--- src/rtl/motor_ramp_ctrl.sv ---
// motor_ramp_ctrl
// Speed-command sequencer in front of motor_drv. Accepts signed speed
// targets over a valid/ready handshake and slews the duty cycle toward them
// one step per prescaler tick. A sign change ramps to zero, waits out a
// dead-time dwell, flips direction and ramps back up. estop forces zero duty.
//
// Ports:
//   clk           in   system clock
//   rst           in   asynchronous reset, active-low
//   cmd_valid     in   command present
//   cmd_ready     out  command accepted when cmd_valid & cmd_ready
//   cmd_speed     in   signed target, -255..+255 (-256 treated as -255)
//   cmd_step      in   duty change per tick (0 treated as 1)
//   estop         in   synchronous emergency stop, level-sensitive
//   drv_enable    out  motor_drv.enable
//   drv_direction out  motor_drv.direction, 1 = positive speed
//   drv_duty      out  motor_drv.duty_cycle
//   busy          out  ramping or dwelling
//   at_target     out  holding a target, or idle
module motor_ramp_ctrl #(
  parameter int CLK_HZ      = 25000000,
  parameter int STEP_HZ     = 1000,
  parameter int DWELL_TICKS = 50
) (
  input  logic              clk,
  input  logic              rst,
  input  logic              cmd_valid,
  output logic              cmd_ready,
  input  logic signed [8:0] cmd_speed,
  input  logic        [7:0] cmd_step,
  input  logic              estop,
  output logic              drv_enable,
  output logic              drv_direction,
  output logic        [7:0] drv_duty,
  output logic              busy,
  output logic              at_target
);

  localparam int PERIOD = CLK_HZ / STEP_HZ;
  localparam int PW     = (PERIOD > 1) ? $clog2(PERIOD) : 1;
  localparam int DWW    = $clog2(DWELL_TICKS + 1);
  localparam logic [PW-1:0]  PCNT_LAST  = PW'(PERIOD - 1);
  localparam logic [DWW-1:0] DWELL_LAST = DWW'(DWELL_TICKS - 1);

  typedef enum logic [1:0] {S_IDLE, S_RAMP, S_DWELL, S_HOLD} state_t;

  // Magnitude of a signed speed, folding -256 onto 255.
  function automatic logic [7:0] speed_mag(input logic signed [8:0] s);
    logic signed [8:0] neg;
    neg = -s;
    if (s == -9'sd256)   return 8'd255;
    else if (s < 9'sd0)  return neg[7:0];
    else                 return s[7:0];
  endfunction

  // One ramp step toward goal; lands exactly on goal when within one step.
  function automatic logic [7:0] ramp_step(input logic [7:0] duty,
                                           input logic [7:0] goal,
                                           input logic [7:0] step);
    logic [8:0] diff;
    if (duty < goal) begin
      diff = {1'b0, goal} - {1'b0, duty};
      if (diff <= {1'b0, step}) return goal;
      else                      return duty + step;
    end else begin
      diff = {1'b0, duty} - {1'b0, goal};
      if (diff <= {1'b0, step}) return goal;
      else                      return duty - step;
    end
  endfunction

  state_t         r_state, w_state_n;
  logic [PW-1:0]  r_pcnt;
  logic [7:0]     r_duty, w_duty_n;
  logic           r_dir, w_dir_n;
  logic [7:0]     r_tgt, w_tgt_n;
  logic [7:0]     r_step, w_step_n;
  logic           r_rev_pend, w_rev_n;
  logic [DWW-1:0] r_dwell, w_dwell_n;
  logic           r_ready_st, r_enable, r_busy, r_at_target;

  logic           w_tick;
  logic           w_accept;
  logic           w_sgn;
  logic [7:0]     w_goal;

  // Free-running prescaler; commands never disturb its phase.
  always_ff @(posedge clk or negedge rst) begin
    if (!rst) begin
      r_pcnt <= '0;
    end else if (r_pcnt == PCNT_LAST) begin
      r_pcnt <= '0;
    end else begin
      r_pcnt <= r_pcnt + 1'b1;
    end
  end

  assign w_tick    = (r_pcnt == PCNT_LAST);
  assign cmd_ready = r_ready_st & ~estop;
  assign w_accept  = cmd_valid & cmd_ready;
  // A zero target keeps the current direction so it never triggers a reversal.
  assign w_sgn     = (cmd_speed == 9'sd0) ? r_dir : (cmd_speed > 9'sd0);
  assign w_goal    = r_rev_pend ? 8'd0 : r_tgt;

  always_comb begin
    w_state_n = r_state;
    w_duty_n  = r_duty;
    w_dir_n   = r_dir;
    w_tgt_n   = r_tgt;
    w_step_n  = r_step;
    w_rev_n   = r_rev_pend;
    w_dwell_n = r_dwell;
    if (estop) begin
      w_duty_n  = '0;
      w_rev_n   = 1'b0;
      w_state_n = S_IDLE;
    end else begin
      case (r_state)
        S_IDLE, S_HOLD: begin
          if (w_accept) begin
            w_tgt_n  = speed_mag(cmd_speed);
            w_step_n = (cmd_step == 8'd0) ? 8'd1 : cmd_step;
            if (w_sgn != r_dir) begin
              // Spinning: stop and dwell first. Stopped: flip right away.
              if (r_duty != 8'd0) w_rev_n = 1'b1;
              else                w_dir_n = w_sgn;
            end
            w_state_n = S_RAMP;
          end
        end
        S_RAMP: begin
          // Arrival is checked every cycle so a zero-length ramp exits at once.
          if (r_duty == w_goal) begin
            if (r_rev_pend) begin
              w_state_n = S_DWELL;
              w_dwell_n = '0;
            end else if (w_goal == 8'd0) begin
              w_state_n = S_IDLE;
            end else begin
              w_state_n = S_HOLD;
            end
          end else if (w_tick) begin
            w_duty_n = ramp_step(r_duty, w_goal, r_step);
          end
        end
        S_DWELL: begin
          w_duty_n = '0;
          if (w_tick) begin
            if (r_dwell == DWELL_LAST) begin
              w_dir_n   = ~r_dir;
              w_rev_n   = 1'b0;
              w_state_n = S_RAMP;
            end else begin
              w_dwell_n = r_dwell + 1'b1;
            end
          end
        end
        default: w_state_n = S_IDLE;
      endcase
    end
  end

  always_ff @(posedge clk or negedge rst) begin
    if (!rst) begin
      r_state     <= S_IDLE;
      r_duty      <= '0;
      r_dir       <= 1'b1;
      r_tgt       <= '0;
      r_step      <= 8'd1;
      r_rev_pend  <= 1'b0;
      r_dwell     <= '0;
      r_ready_st  <= 1'b1;
      r_enable    <= 1'b0;
      r_busy      <= 1'b0;
      r_at_target <= 1'b1;
    end else begin
      r_state     <= w_state_n;
      r_duty      <= w_duty_n;
      r_dir       <= w_dir_n;
      r_tgt       <= w_tgt_n;
      r_step      <= w_step_n;
      r_rev_pend  <= w_rev_n;
      r_dwell     <= w_dwell_n;
      // Status flags are decoded from the next state so they line up with it.
      r_ready_st  <= (w_state_n == S_IDLE) || (w_state_n == S_HOLD);
      r_enable    <= (w_state_n == S_RAMP) || (w_state_n == S_HOLD);
      r_busy      <= (w_state_n == S_RAMP) || (w_state_n == S_DWELL);
      r_at_target <= (w_state_n == S_HOLD) || (w_state_n == S_IDLE);
    end
  end

  assign drv_duty      = r_duty;
  assign drv_direction = r_dir;
  assign drv_enable    = r_enable;
  assign busy          = r_busy;
  assign at_target     = r_at_target;

endmodule
--- config.mk ---
export PLATFORM = sky130hd
export DESIGN_NAME = motor_ramp_ctrl
export DESIGN_NICKNAME = d
export VERILOG_FILES = /design/src/rtl/motor_ramp_ctrl.sv
export SDC_FILE = /design/constraint.sdc
export NUM_CORES = 1
export LEC_CHECK = 0
export ABC_CLOCK_PERIOD_IN_PS = 3800
export CAP_MARGIN = 30
export CORE_MARGIN = 3
export CORE_UTILIZATION = 54
export DETAILED_ROUTE_END_ITERATION = 10
export PLACE_DENSITY = 0.83
export SLEW_MARGIN = 20
export SYNTH_ARGS = -nofsm -noshare
export SYNTH_HDL_FRONTEND = slang
export SYNTH_SLANG_ARGS = --single-unit
export TNS_END_PERCENT = 1
--- constraint.sdc ---
create_clock -name clk -period 3.8 [get_ports clk]
set_clock_uncertainty 0.15 [all_clocks]
set_input_delay 0.57 -clock clk [delete_from_list [all_inputs] [get_ports clk]]
set_output_delay 0.57 -clock clk [all_outputs]
set_load 0.01 [all_outputs]
==> results.toml <==
[outcome]
status = "complete, but fails checks"
failed_checks = "setup timing"

[min_path]
worst_hold_path_type = "reg2reg"
hold-path-cell-count = 1

[place]
hpwl_mm = 10.1
place_congestion = 1.02
placed_cells = 695
portBuffers = 33
place_area_sq_mm = 0.00530
pre_cts_ws_ps = -152

[floorplanning]
die_x_microns = 97.8
die-height_microns = 97.8
pin_count = 34
num_rows = 32
coreArea_sq_mm = 0.00797
fp.dieArea_sq_mm = 0.00956
initial_core_util = 0.571

[setup_path]
critPathBufInv = 2
r2r_setup_slack_ps = -10
crit_path_start = "r_rev_pend"
worstRegToRegCells = 16
r2r_end = "drv_duty[4]"
cp.depth = 16
crit_chain = "nor2b_4 -> inv_2 -> ha_4 -> ha_4 -> o21ai_2 -> o21ai_1 -> a211oi_2 -> nor2_1 -> ha_1 -> a211oi_2 -> nor2_1 -> o41ai_4 -> inv_2 -> o22ai_4 -> mux2_4 -> a31oi_1"
path_delay_family = "compound AO/OA/AOI/OAI gates"
cp.arrival_ps = 3900
required_ps = 3890
worst_path_max_delay_cell = "dfrtp_2"
r2r_start = "r_rev_pend"
path_max_fanout = 6
cp-end-kind = "flop"
endpoint = "drv_duty[4]"
start_kind = "flop"
path_class = "reg2reg"
slowest_delay_ps = 460

[clock_tree]
worstSkewPairLatency_ps = 310
numClockSinks = 51
cts_buffers = 5
cts_tree = "yes"
htreeDepth = 2
clk_pin_slew_worst_paths_ps = 100
root_buffer = "clkbuf_8"
clockBufferDepth = 2

[drt]
firstDrtPassIters = 5
ant_nets = 0
drtIter0Drc = 376
drt-total-wl_mm = 13.5
viasPerCell = 6.25
dr_total_vias = 4455
drc = 0
wire_per_inst_microns = 18.9

[finish]
fin_area_sq_mm = 0.00577
finalNonFillerCells = 713
nets = 685
num_antenna_cells = 0
drive_gt1_frac = 0.209
area.growth.synth_to_final_pct = 26.9

[sta]
timing.final.hold_violations = 0
rsz0062_at_grt = "yes"
fin_crit_ps = 3810
worst_slew_pin_slew_ps = 699
fin_setup_tns_ps = -10.9
setup_violations = 1
relSlewSlack = 0.530
slew_violations = 0
fin_crit_sh = 1.00
layout_setup_ws_ps = -10.9
fmax_mhz = 262

[pwr]
peakVddDrop_v = 0.000346
combPwrFrac = 0.686
leakagePower_nw = 2.65
seq_power_share = 0.202
p_switching_mw = 1.55
p_sw_frac = 0.429
intPower_mw = 2.06
clkPwrFrac = 0.112
p_per_area_mw_per_mm2 = 625

[grt]
grt_pass1_vias = 4365
grt_pass1_wl_mm = 21.2
overflow = 0
antenna_found_initial = 0
track_usage = 0.270
grt_max_degree = 41

[flow_run]
max-cap-violations = 0

[logic_synthesis]
synth_cell_types = 66
synthTopCellsByArea = "dfrtp_1 26%, ha_1 14%, a21oi_1 4.1%"
syn_area_per_cell_sq_um = 8.52
yosys.area.top_type_share = 0.264
seq_area_frac_synth = 0.281
syn-cell-area_sq_mm = 0.00455
synth_nets = 609
synth_edf_count = 0
async_flop_share = 1.00
yosys_most_used_dff = "dfrtp_1"
netlist_instances = 534
synth-seq-cells = 51
synth_top_area_cell = "dfrtp_1"
ys.warnings.count = 0
[cells by family after synthesis]
family / Yosys count / synth area share
AND/OR/NAND/NOR: 183 / 0.206
adder cells (fa/ha/maj): 54 / 0.154
buffers and inverters: 55 / 0.0459
XOR/XNOR: 37 / 0.0713
multiplexers: 20 / 0.0473
AO/OA/AOI/OAI: 134 / 0.195
flip-flops: 51 / 0.281
[state kept, by name (all words and copies together) (netlist names)]
register / cells
drv_enable: 1
r_pcnt: 15
drv_direction: 1
busy: 1
r_step: 8
r_tgt: 8
r_dwell: 6
r_state: 1
drv_duty: 8
at_target: 1
r_rev_pend: 1
[per-stage QoR]
step	hold WS, ps	util	power, mW
2_1_floorplan	124	-	2.05
3_3_place_gp	324	0.665	2.63
3_5_place_dp	339	0.665	2.71
4_1_cts	272	0.691	3.23
5_1_grt	376	0.725	3.83
6_report	351	0.725	3.61
[synth_stat cells (5+ instances only)]
cell type,n
mux2i_1,8
mux2_2,12
nand3_1,14
o21a_1,5
nor2_1,48
a21oi_1,37
xor2_1,17
nor4_1,5
nand4_1,12
or3_1,7
inv_1,37
nand2b_1,9
o21ai_0,33
nand3b_1,5
ha_1,51
nand2_1,47
xnor2_1,20
a21o_1,6
nor2b_1,10
a31oi_1,5
dfrtp_1,48
clkbuf_1,16
[worst min-delay path by stage]
stage | start | to | slack, ps
global route | r_pcnt[0] | r_pcnt[0] | 380
floorplan | rst | busy | 120
global placement | r_pcnt[0] | r_pcnt[0] | 320
finish | r_pcnt[0] | r_pcnt[0] | 350
detailed placement | r_pcnt[0] | r_pcnt[0] | 340
CTS | rst | drv_duty[4] | 270
[what timing repair did]
item | 4_1_cts | 5_1_grt
hold buffers | 0 | 1
buffers inserted | 1 | 7
gates resized for setup | 17 | 36
pin swaps | 7 | 33
setup endpoints to repair | 8 | 8
hold endpoints to repair | 0 | 7
[routing by layer]
layer  vias up  part of all wire  track usage
met3        52             0.074       0.0371
met2       214              0.47        0.450
met1      2128              0.42        0.363
met4         0             0.033       0.0905
li1       2061                 -            -
met5         -                 0            0
[power groups by stage]
stage               clock [mW]  combinational, mW  sequential (mW)
global placement             0               1.91            0.720
floorplan                    0               1.35            0.699
finish                   0.405               2.47            0.729
detailed placement           0               1.99            0.724
CTS                      0.407               2.10            0.714
global route             0.429               2.66            0.738
[final cells by class]
class                   instances  area [sq um]
clock buffers                   6          82.6
flip-flops and latches         51          1280
well taps                     102           128
clock inverters                 2          38.8
fillers                       553          2190
multi-input cells             428          3350
inverters                      37           139
repair buffers                 87           753
[cells in the final DEF, fill, tap and decap left out, types with 7 or more instances in the layout]
cell type,instances
a21oi_1,32
buf_4,50
clkdlybuf4s50_1,32
dfrtp_1,47
ha_1,44
inv_1,34
mux2_2,9
mux2i_1,7
nand2_1,45
nand3_1,14
nand4_1,12
nor2_1,47
nor2b_1,7
o21ai_0,26
or3_1,7
xnor2_1,20
xor2_1,17
(Power assumes the default switching activity.)
